--- src/rtl/digit_combiner.sv ---
// Sequential BCD-to-binary converter: accumulates NUM_DIGITS BCD digits MSD-first
// using acc*10 + digit, with a start/busy/done handshake and invalid-digit flag.
module digit_combiner #(
  parameter int unsigned NUM_DIGITS = 6,
  parameter int unsigned VAL_W      = 40
) (
  input  logic                    i_clk,
  input  logic                    i_rst_n,
  input  logic                    i_start,
  input  logic [4*NUM_DIGITS-1:0] i_digits,
  input  logic                    i_sign,
  output logic [VAL_W-1:0]        o_value,
  output logic                    o_sign,
  output logic                    o_err,
  output logic                    o_busy,
  output logic                    o_done
);

  localparam int unsigned DIG_W = 4 * NUM_DIGITS;
  localparam int unsigned IDX_W = (NUM_DIGITS > 1) ? $clog2(NUM_DIGITS) : 1;

  typedef enum logic {IDLE, CONV} state_e;

  state_e             state_q;
  logic [DIG_W-1:0]   digits_q;
  logic               sign_q;
  logic               err_q;
  logic [VAL_W-1:0]   acc_q;
  logic [IDX_W-1:0]   idx_q;
  logic [VAL_W-1:0]   value_q;
  logic               out_sign_q;
  logic               out_err_q;
  logic               busy_q;
  logic               done_q;

  logic               bad_digit_c;
  logic [3:0]         digit_c;
  logic [VAL_W-1:0]   acc_next_c;

  // Any incoming digit above 9 marks the whole request invalid
  always_comb begin
    bad_digit_c = 1'b0;
    for (int unsigned i = 0; i < NUM_DIGITS; i++) begin
      if (i_digits[4*i +: 4] > 4'd9) bad_digit_c = 1'b1;
    end
  end

  always_comb begin
    digit_c = 4'd0;
    for (int unsigned i = 0; i < NUM_DIGITS; i++) begin
      if (idx_q == IDX_W'(i)) digit_c = digits_q[4*i +: 4];
    end
  end

  assign acc_next_c = (acc_q << 3) + (acc_q << 1) + VAL_W'(digit_c);

  always_ff @(posedge i_clk or negedge i_rst_n) begin
    if (!i_rst_n) begin
      state_q    <= IDLE;
      digits_q   <= '0;
      sign_q     <= 1'b0;
      err_q      <= 1'b0;
      acc_q      <= '0;
      idx_q      <= '0;
      value_q    <= '0;
      out_sign_q <= 1'b0;
      out_err_q  <= 1'b0;
      busy_q     <= 1'b0;
      done_q     <= 1'b0;
    end else begin
      done_q <= 1'b0;
      case (state_q)
        IDLE: begin
          if (i_start) begin
            digits_q <= i_digits;
            sign_q   <= i_sign;
            err_q    <= bad_digit_c;
            acc_q    <= '0;
            idx_q    <= IDX_W'(NUM_DIGITS - 1);
            busy_q   <= 1'b1;
            state_q  <= CONV;
          end
        end
        CONV: begin
          acc_q <= acc_next_c;
          idx_q <= idx_q - IDX_W'(1);
          if (idx_q == '0) begin
            value_q    <= err_q ? '0 : acc_next_c;
            out_err_q  <= err_q;
            // Negative zero and invalid requests report a positive sign
            out_sign_q <= sign_q & ~err_q & (|acc_next_c);
            done_q     <= 1'b1;
            busy_q     <= 1'b0;
            state_q    <= IDLE;
          end
        end
        default: state_q <= IDLE;
      endcase
    end
  end

  assign o_value = value_q;
  assign o_sign  = out_sign_q;
  assign o_err   = out_err_q;
  assign o_busy  = busy_q;
  assign o_done  = done_q;

endmodule

--- config.mk ---
export PLATFORM = sky130hd
export DESIGN_NAME = digit_combiner
export DESIGN_NICKNAME = d
export VERILOG_FILES = /design/src/rtl/digit_combiner.sv
export SDC_FILE = /design/constraint.sdc
export NUM_CORES = 1
export LEC_CHECK = 0
export BUFFER_PORTS_ARGS = -buffer_cell sky130_fd_sc_hd__buf_2
export CORE_MARGIN = 4
export CORE_UTILIZATION = 40
export DETAILED_ROUTE_END_ITERATION = 6
export GPL_ROUTABILITY_DRIVEN = 0
export PLACE_DENSITY = 0.63
export SYNTH_ARGS = -nofsm -noshare
export SYNTH_HDL_FRONTEND = slang
export SYNTH_SLANG_ARGS = --single-unit
--- constraint.sdc ---
create_clock -name i_clk -period 6.1 [get_ports i_clk]
set_input_delay 0.305 -clock i_clk [delete_from_list [all_inputs] [get_ports i_clk]]
set_output_delay 0.305 -clock i_clk [all_outputs]
set_load 0.05 [all_outputs]
* Yosys cells after proc, flatten, opt, wreduce, memory -nomap -nowiden
Cells that the tools add are included.
** Operators by class
- $lt $le $gt $ge :: 6
- Mux-type cells :: 25
- Bitwise gates (word level) :: 4
- Reduce and logical (&&, ||, !) cells :: 5
- Add/sub/neg operators :: 3
- Equal/unequal tests :: 7
** Operators by type and width (count)
- $pmux W39 S2 :: 1
- $add A40 B4 Y40 :: 1
- $add A40 B40 Y40 :: 1
- $mux W40 :: 1
- $reduce_or A40 Y1 :: 1
- $mux W39 :: 1
- $gt A4 B4 Y1 const B :: 6
- $mux W4 :: 6
- $mux W1 :: 12
- $eq A3 B2 Y1 const B :: 2
- $eq A3 B3 Y1 const B :: 2
- $pmux W3 S2 :: 1
- $reduce_and A2 Y1 :: 3
- $pmux W1 S2 :: 2
- $eq A3 B1 Y1 const B :: 1
- $logic_not A3 Y1 :: 1
- $mux W3 :: 1
- $sub A3 B1 Y3 const B :: 1
- $and A1 B1 Y1 :: 2
- $ne A2 B1 Y1 const B :: 1
- $ne A2 B2 Y1 const B :: 1
- $not A1 Y1 :: 2
** Storage, ports and cells
- Bits of input ports :: 28
- Bits in registers :: 113

* Depth between registers and ports, before layout
Gate-level depths: netlist of run 1.
- Depth after elaboration :: 10
- Depth in mapped cells :: 24
- Depth with buffers taken out :: 22

* Least setup slack after synthesis of run 1
Ideal clock, no wire load.
- Path kind :: register to register
- Start :: reg idx_q[1]
- End :: reg out_sign_q (netlist: o_sign)
- Data arrival time :: 4752 ps
- Path slack :: 1217 ps
- Clock period less this slack :: 4883 ps
- Cell stages (with the launch flop) :: 25
- Buffers on the path :: 2
- Required time :: 5969 ps
- Setup time :: 131 ps
- Path through :: dfrtp_1 inv_1 ha_1 clkbuf_1 nor2b_1 clkbuf_1 a22oi_1 nor2_1 a21oi_1 nor2_1 a211oi_1 a21oi_1 ha_1 ha_1 fa_1 a211oi_2 nor4_1 nor4_2 nor3_1 nor3_2 o221ai_1 xor2_1 or4_1 nor3_1 a31oi_1
** Between the ends
- Cells in the longest elaborated chain, start to end :: 10
** Ends and longest elaborated chain
- start, declared :: RTL line 29 : logic [IDX_W-1:0] idx_q;
- start signal, assigned :: RTL line 79 : idx_q <= IDX_W'(NUM_DIGITS - 1);
- start signal, assigned :: RTL line 86 : idx_q <= idx_q - IDX_W'(1);
- $logic_not A3 Y1 :: RTL line 51, 87
- $mux W4 (6 in series) :: RTL line 51 : if (idx_q == IDX_W'(i)) digit_c = digits_q[4*i +: 4];
- $add A40 B4 Y40 :: RTL line 55 : assign acc_next_c = (acc_q << 3) + (acc_q << 1) + VAL_W'(digit_c);
- $reduce_or A40 Y1 :: RTL line 91 : out_sign_q <= sign_q & ~err_q & (|acc_next_c);
- $and A1 B1 Y1 :: RTL line 91
- end signal, assigned :: RTL line 91
- end, declared :: RTL line 31 : logic out_sign_q;
Several ways; a longest one is shown, not always the timed one.
A chain may end at the register's enable or synchronous reset.

* Worst setup path in the final report of run 1
Ends and elaborated chain as after synthesis.

==> results of run 1 <==
==> critical path: stages, from the launching register on <==
cell	delay (ps)
dfrtp_1	390
inv_1	100
ha_1	290
nor2b_1	470
a22oi_1	130
nor2_1	120
a21oi_1	50
o21ai_0	140
o21ai_0	120
fa_1	500
inv_1	70
fa_1	480
a211oi_2	320
nor4_1	120
nor4_2	400
nor3_1	130
nor3_2	400
o221ai_1	180
xor2_1	210
or4_1	540
nor3_1	140
a31oi_1	100
==> kinds of logic (layout without fill, tap and decap cells) <==
kind of cell	count (synthesis)	in the layout	share of synthesized area, %
fa+ha+maj	81	81	14.3
flops	113	113	39.3
compound gates	230	230	23.0
xor+xnor	33	33	4.02
buf+inv	53	123	2.94
mux	25	25	3.89
simple gates	178	178	12.6
==> metal layers <==
metal	part of all wire, %	track usage [%]	wire (um)	up-vias
li1	-	-	-	2804
met4	1.8	6.52	317	0
met3	4.4	4.07	767	29
met5	0	0	0	-
met2	45	27.6	7910	140
met1	49	26.0	8590	2778
==> sequential cells by signal, indices dropped and copies added, names as in the netlist <==
name / count
acc_q: 39
sign_q: 1
idx_q: 3
o_err: 1
state_q: 1
o_busy: 1
o_value: 40
digits_q: 24
err_q: 1
o_done: 1
o_sign: 1
==> final timing paths <==
check                                       start  slack (ps)  cells after the start                       to
setup / recovery             idx_q[1]$_DFFE_PN0P_         570                     21       o_sign$_DFFE_PN0P_
hold / removal                        i_digits[8]         100                      3  digits_q[8]$_DFFE_PN0P_
setup reg to reg             idx_q[1]$_DFFE_PN0P_         570                     21       o_sign$_DFFE_PN0P_
hold reg to reg            o_value[1]$_DFFE_PN0P_         480                      2   o_value[1]$_DFFE_PN0P_
max in group asynchronous                 i_rst_n        4390                      3     acc_q[0]$_DFFE_PN0P_
min in group asynchronous                 i_rst_n         420                      2  o_value[23]$_DFFE_PN0P_
==> repair_timing <==
item | 4_1_cts | 5_1_grt
setup endpoints to repair | 0 | 0
hold buffers | 1 | 0
endpoints found under the hold margin | 45 | 0
setup buffers | 0 | 0
==> synthesized netlist by cell type, types with 6 or more instances <==
| cell | number |
|---|---|
| xnor2_1 | 24 |
| a31oi_1 | 6 |
| a211oi_1 | 7 |
| nand2_1 | 55 |
| dfrtp_1 | 113 |
| o21ai_0 | 32 |
| a22oi_1 | 8 |
| a21o_1 | 17 |
| ha_1 | 79 |
| nand3_1 | 11 |
| nor3_1 | 11 |
| nor4_1 | 6 |
| mux2_2 | 24 |
| xor2_1 | 9 |
| a22o_1 | 71 |
| nor2_1 | 37 |
| nand2b_1 | 9 |
| or4_1 | 6 |
| a21oi_1 | 50 |
| clkbuf_1 | 32 |
| nand4_1 | 8 |
| inv_1 | 12 |
==> layout make-up <==
class                      instances  area share, %
clock buffer                      19           5.43
clock inverter                    13           1.80
inverter                          13          0.585
multi-input combinational        547           49.9
sequential                       113           33.9
tap                              225           3.38
timing repair buffer              78           4.95
==> stage by stage <==
stage,area (um2),hold WS [ps]
floorplan,7200,9.41
global placement,7720,344
detailed placement,7720,352
CTS,8340,83.0
global route,8340,99.0
finish,8340,98.7
==> impl_metrics.json, run 1 <==
{
  "status": "complete, no violations",
  "cts_sinks": 113,
  "grt_antenna_before_repair": 0,
  "regArea_um2": 2830,
  "cp.required_ps": 6390,
  "cp.arrival_ps": 5820,
  "cp-start-kind": "flop",
  "tightest_slew_ps": 882,
  "cts_max_path_buffers": 2,
  "die_height_um": 142,
  "grt_max_degree": 69,
  "hold_class": "primary input to flop",
  "hold_viol_final": 0,
  "post_drt_via_cell_ratio": 5.71,
  "grt_util_all_layers_pct": 18.3,
  "final_cells": 1008,
  "fin_ws_ps": 566,
  "start_util_pct": 41.2,
  "slew_headroom_pct": 41.1,
  "yosysTopAreaCell": "dfrtp_1",
  "final.setup.tns_ps": 0,
  "layout_common_cells": "113 x dfrtp_1, 79 x ha_1, 71 x a22o_1",
  "rsz0062_at_grt": "no",
  "avgSynthCellArea_um2": 10.1,
  "synthTopCellsByArea": "dfrtp_1 39%, ha_1 14%, a22o_1 8.6%",
  "ctsResizeCount": 0,
  "drc": 0,
  "insertedDiodeCount": 0,
  "async_flop_share_pct": 100,
  "fin_worst_skew_ps": 15.7,
  "h-tree-depth": 4,
  "cts_tree": "built",
  "routed_wirelength_um": 17600,
  "drt_iter0_drc": 333,
  "root_buffer": "clkbuf_16",
  "synth_top_area_share_pct": 39.3,
  "yosysSeqAreaShare_pct": 39.3,
  "portBuffers": 71,
  "ys_warn_count": 0,
  "maxCapViolCount": 0,
  "clkLatencyLatePin_ps": 430,
  "multi_input_area_um2": 4160,
  "setup_viol": 0,
  "vias": 5751,
  "clkTransAtPathRegs_ps": 60,
  "syn-instance-count": 713,
  "nets": 879,
  "ys_types": 62,
  "synth_nets": 822,
  "syn_to_final_growth_pct": 15.9,
  "ios": 72,
  "grt_pass1_vias": 5721,
  "fin_crit_sh_pct": 90.7,
  "fp.dieW_um": 142,
  "syn_area_um2": 7200,
  "num_rows": 48,
  "numPlacedInstances": 975,
  "grt_pass1_wl_um": 29700,
  "ys_ff_latch": 113,
  "final_common_cell": "dfrtp_1",
  "worstSetupPathType": "flop to flop",
  "max_freq_mhz": 181,
  "utilization_pct": 47.7,
  "core_area_um2": 17500,
  "drt-wirelength-per-cell_um": 17.4,
  "die_area_um2": 20200,
  "ant_nets": 0,
  "final.min_clock_period_ps": 5530,
  "path_max_fanout": 9,
  "drt_first_pass_iters": 5,
  "drive_above_1_share_pct": 19.0,
  "grt_remaining_overflow": 0,
  "synth_ff_type": "dfrtp_1",
  "fill_cells": 1641,
  "drv_slew": 0,
  "cp-end-kind": "flop",
  "dpl_worst_slack_ps": 686,
  "hpwl_um": 13000,
  "synth_edf_count": 0,
  "cts_buffers": 17
}
Power of run 1 is left out: the tool's default activity adds up to more than one toggle a clock period on the data nets, which glitch-free logic cannot reach.
==> run 2: changes to the inputs <==
--- a/config.mk
+++ b/config.mk
@@ -10,6 +10,7 @@
 export CORE_UTILIZATION = 40
 export DETAILED_ROUTE_END_ITERATION = 6
 export GPL_ROUTABILITY_DRIVEN = 0
+export GPL_TIMING_DRIVEN = 0
 export PLACE_DENSITY = 0.63
 export SYNTH_ARGS = -nofsm -noshare
 export SYNTH_HDL_FRONTEND = slang
==> impl_metrics.json, run 2 (synthesis gave the netlist of run 1 again) <==
{
  "status": "complete, no violations",
  "drt-wirelength-per-cell_um": 17.3,
  "fin_worst_skew_ps": 9.80,
  "crit_chain": "inv_1, ha_2, nor2b_1, clkbuf_2, a22oi_1, nor2_1, a21oi_1, nor2_1, a211oi_1, a21oi_1, ha_1, ha_1, fa_1, a211oi_2, nor4_1, nor4_2, buf_4, nor3_1, nor3_2, o221ai_1, xor2_1, or4_1, nor3_1, a31oi_1",
  "cp_slowest_cell": "or4_1",
  "tightest_slew_ps": 871,
  "ios": 72,
  "hold_class": "primary input to flop",
  "grt_util_all_layers_pct": 18.6,
  "hold_viol_final": 0,
  "hpwl_um": 13600,
  "final_common_cell": "dfrtp_1",
  "cts_sinks": 113,
  "cp.required_ps": 6390,
  "die_height_um": 142,
  "worstSetupPathType": "flop to flop",
  "fp.dieW_um": 142,
  "post_drt_via_cell_ratio": 5.65,
  "cp.arrival_ps": 6000,
  "vias": 5891,
  "path_max_fanout": 9,
  "setup_viol": 0,
  "grt_max_degree": 75,
  "clkTransAtPathRegs_ps": 60,
  "routed_wirelength_um": 18000,
  "nets": 913,
  "final.min_clock_period_ps": 5710,
  "start_util_pct": 41.2,
  "slew_headroom_pct": 41.7,
  "cts_buffers": 17,
  "stdcell_area_um2": 8490,
  "die_area_um2": 20200,
  "max_freq_mhz": 175,
  "critPathTopFamily": "simple AND/OR/NAND/NOR gates",
  "grt_pass1_wl_um": 30200,
  "syn_to_final_growth_pct": 18.0,
  "maxCapViolCount": 0,
  "grt_pass1_vias": 5826,
  "r2r_slack_ps": 390,
  "crit_path_max_incr_delay_ps": 540,
  "drt_iter0_drc": 310,
  "clkLatencyLatePin_ps": 430,
  "rsz0062_at_grt": "no",
  "drc": 0,
  "fin_crit_sh_pct": 93.7,
  "drt_first_pass_iters": 5,
  "ant_nets": 0,
  "cts_tree": "built",
  "crit_buf_inv": 3,
  "final.setup.tns_ps": 0,
  "layout_common_cells": "113 x dfrtp_1, 78 x ha_1, 73 x buf_2",
  "insertedDiodeCount": 0,
  "placed_area_um2": 7860,
  "cp-end-kind": "flop",
  "portBuffers": 70,
  "cts_max_path_buffers": 2,
  "cp-start-kind": "flop",
  "drv_slew": 0,
  "num_rows": 48,
  "core_area_um2": 17500,
  "largest_reg_flops": 40,
  "root_buffer": "clkbuf_16",
  "fill_cells": 1638,
  "drive_above_1_share_pct": 18.2,
  "h-tree-depth": 4,
  "grt_remaining_overflow": 0,
  "grt_antenna_before_repair": 0
}
[run 2: worst register-to-register path, delay by kind of cell, from the launching register on]
| kind | cells | cell delay, ps |
|---|---|---|
| adder cells (fa/ha/maj) | 4 | 1300 |
| AO/OA/AOI/OAI | 7 | 1330 |
| flip-flops | 1 | 400 |
| AND/OR/NAND/NOR | 9 | 1790 |
| buffers and inverters | 3 | 520 |
| XOR/XNOR | 1 | 230 |
[run 2: final cells by class]
| class | count | area [um2] | area share, % |
|---|---|---|---|
| Buffer | 39 | 160 | 1.89 |
| Clock buffer | 18 | 439 | 5.17 |
| Inverter | 13 | 48.8 | 0.575 |
| Tap cell | 225 | 282 | 3.32 |
| Multi-Input combinational cell | 547 | 4160 | 49.0 |
| Clock inverter | 14 | 168 | 1.97 |
| Timing Repair Buffer | 73 | 402 | 4.73 |
| Sequential cell | 113 | 2830 | 33.3 |
[run 2: path summary, 6_finish.rpt]
kind	startpoint	end	depth (start not counted)
worst min-delay path	i_digits[8]	digits_q[8]$_DFFE_PN0P_	3
worst min register to register	o_value[1]$_DFFE_PN0P_	o_value[1]$_DFFE_PN0P_	2
worst max-delay path	idx_q[1]$_DFFE_PN0P_	o_sign$_DFFE_PN0P_	24
worst max register to register	idx_q[1]$_DFFE_PN0P_	o_sign$_DFFE_PN0P_	24
min in group asynchronous	i_rst_n	acc_q[27]$_DFFE_PN0P_	2
max in group asynchronous	i_rst_n	acc_q[6]$_DFFE_PN0P_	3
[run 2: through the flow]
step / setup slack (ps) / util [%] / cells / hold slack, ps
finish: 385 / 48.6 / 1042 / 85.4
CTS: 128 / 48.5 / 1041 / 76.8
global placement: 40.9 / 44.8 / 1008 / 470
detailed placement: 56.4 / 45.0 / 1009 / 245
global route: 15.4 / 48.6 / 1042 / 106
floorplan: 1220 / - / 713 / 9.41
[run 2: repair_timing]
item	4_1_cts	5_1_grt
hold buffers	1	0
setup buffers	0	1
endpoints found under the setup margin	1	1
hold endpoints to repair	39	0
gates resized for setup	0	4
pin swaps	0	1
[run 2: layer usage]
metal,GRT usage [%],wire length (um),vias to the layer above,part of all wire (%)
li1,-,-,2885,-
met1,26.7,9060,2867,50
met2,28.7,8130,120,45
met3,3.36,629,19,3.5
met4,5.05,199,0,1.1
met5,0,0,-,0
Power of run 2 is left out for the same reason.
==> run 3: changes to the inputs <==
--- a/config.mk
+++ b/config.mk
@@ -5,13 +5,14 @@
 export SDC_FILE = /design/constraint.sdc
 export NUM_CORES = 1
 export LEC_CHECK = 0
+export ABC_AREA = 1
 export BUFFER_PORTS_ARGS = -buffer_cell sky130_fd_sc_hd__buf_2
 export CORE_MARGIN = 4
 export CORE_UTILIZATION = 40
 export DETAILED_ROUTE_END_ITERATION = 6
 export GPL_ROUTABILITY_DRIVEN = 0
 export GPL_TIMING_DRIVEN = 0
-export PLACE_DENSITY = 0.63
+export PLACE_DENSITY = 0.62
 export SYNTH_ARGS = -nofsm -noshare
 export SYNTH_HDL_FRONTEND = slang
 export SYNTH_SLANG_ARGS = --single-unit
==> impl_metrics.json, run 3 <==
{
  "fin_crit_sh_pct": 74.1,
  "cp-end-kind": "flop",
  "synth_nets": 1279,
  "insertedDiodeCount": 0,
  "numPlacedInstances": 1507,
  "routed_wirelength_um": 21500,
  "cts_tree": "built",
  "syn_to_final_growth_pct": 16.5,
  "synth_top_area_share_pct": 35.2,
  "syn-instance-count": 1170,
  "final.min_clock_period_ps": 4520,
  "ios": 72,
  "slew_headroom_pct": 60.5,
  "cp-start-kind": "flop",
  "drc": 0,
  "maxCapViolCount": 0,
  "tightest_slew_ps": 592,
  "fp.dieW_um": 150,
  "fin_worst_skew_ps": 13.3,
  "grt_antenna_before_repair": 0,
  "grt_max_degree": 60,
  "status": "complete, no violations",
  "ys_ff_latch": 113,
  "hold_viol_final": 0,
  "synth.most_common_cell": "nand2_1",
  "synth_ff_type": "dfrtp_1",
  "hold_class": "primary input to flop",
  "ant_nets": 0,
  "cp.required_ps": 6420,
  "worstSetupPathType": "flop to flop",
  "core_area_um2": 19600,
  "post_drt_via_cell_ratio": 4.83,
  "cts_buffers": 17,
  "final_common_cell": "nand2_1",
  "clkLatencyLatePin_ps": 430,
  "avgSynthCellArea_um2": 6.88,
  "vias": 7445,
  "yosys-top-cells-count": "455 x nand2_1, 168 x inv_1, 113 x dfrtp_1, 101 x o21ai_0, 79 x ha_1",
  "die_area_um2": 22400,
  "max_freq_mhz": 221,
  "syn_area_um2": 8040,
  "nets": 1371,
  "num_rows": 51,
  "setup_viol": 0,
  "drt_first_pass_iters": 5,
  "final_cells": 1540,
  "drt_iter0_drc": 403,
  "root_buffer": "clkbuf_16",
  "yosysTopAreaCell": "dfrtp_1",
  "ctsResizeCount": 0,
  "cp.arrival_ps": 4840,
  "grt_remaining_overflow": 0,
  "hpwl_um": 17000,
  "drv_slew": 0,
  "holdBufCountCts": 1,
  "ys_types": 33,
  "rsz0062_at_grt": "no",
  "die_height_um": 150,
  "async_flop_share_pct": 100,
  "grt_util_all_layers_pct": 19.8,
  "clkTransAtPathRegs_ps": 60,
  "yosysSeqAreaShare_pct": 35.2,
  "grt_pass1_vias": 7350,
  "largest_reg_flops": 40,
  "drive_above_1_share_pct": 10.7,
  "postCtsSetupBuffers": 0,
  "layout_common_cells": "455 x nand2_1, 168 x inv_1, 113 x dfrtp_1",
  "portBuffers": 71,
  "cts_max_path_buffers": 2,
  "ys_warn_count": 0,
  "start_util_pct": 41.1,
  "grt_pass1_wl_um": 35400,
  "drt-wirelength-per-cell_um": 14.0,
  "final.setup.tns_ps": 0,
  "cts_sinks": 113,
  "path_max_fanout": 5,
  "h-tree-depth": 4,
  "synthTopCellsByArea": "dfrtp_1 35%, nand2_1 21%, ha_1 12%",
  "synth_edf_count": 0
}
[run 3: changes by cell type after synthesis, sizes merged, moves of 17 or more]
cell / change
nand2: +415
inv: +159
a22o: -70
o21ai: +63
nand3: +34
nor2: +41
a21oi: -29
xnor2: -17
a21o: -17
mux2: -24
[run 3: worst max-delay path: stages, from the launching register on]
cell     delay, ps
dfrtp_1        400
inv_1          120
ha_1           180
inv_1           40
nor2_1         260
nand3_1        110
nand3_1         80
o21ai_0         90
o21ai_0        190
o22ai_1        120
fa_1           490
inv_1           70
fa_1           490
nand3_1        120
nand3_2        160
nand2_1        110
nand2_1        160
nand2_1        100
nand2_1        100
xnor2_1        240
nand2_1         80
nor2_1         130
nand2_1         90
nor2_1         240
nand3_1        110
nand2_1         60
nand2_1         50
[run 3: metal layers]
layer  routed length, um  track usage, %
met1               10400            26.9
met2                9500            32.1
met3                1090            3.54
met4                 512            6.40
met5                   0               0
[run 3: area by class of cell]
cell class / instances / area, um2
Multi-Input combinational cell: 863 / 4490
Tap cell: 265 / 332
Sequential cell: 113 / 2830
Clock buffer: 19 / 443
Fill cell: 1993 / 10200
Clock inverter: 13 / 151
Timing Repair Buffer: 73 / 399
Inverter: 174 / 653
Buffer: 20 / 75.1
[run 3: kinds of logic after synthesis]
group	synth area share (%)
simple gates	31.9
buf+inv	9.05
compound gates	9.36
flops	35.2
fa+ha+maj	12.8
xor+xnor	1.74
[run 3: metrics by stage]
stage	instance area (um2)	utilization, %	setup slack [ps]	hold slack (ps)
global placement	8730	44.6	1650	458
floorplan	8040	-	2540	9.41
finish	9370	47.8	1580	67.2
detailed placement	8760	44.7	1650	299
global route	9370	47.8	1230	67.6
CTS	9370	47.8	1600	59.5
[run 3: final timing paths]
path | start | end | slack (ps) | cells after the start
worst max-delay path | idx_q[1]$_DFFE_PN0P_ | o_sign$_DFFE_PN0P_ | 1580 | 26
min in group asynchronous | i_rst_n | acc_q[16]$_DFFE_PN0P_ | 410 | 2
worst min register to register | o_busy$_DFFE_PN0P_ | o_busy$_DFFE_PN0P_ | 470 | 2
worst max register to register | idx_q[1]$_DFFE_PN0P_ | o_sign$_DFFE_PN0P_ | 1580 | 26
worst min-delay path | i_digits[20] | digits_q[20]$_DFFE_PN0P_ | 70 | 3
max in group asynchronous | i_rst_n | idx_q[0]$_DFFE_PN0P_ | 5020 | 3
Power of run 3 is left out for the same reason.
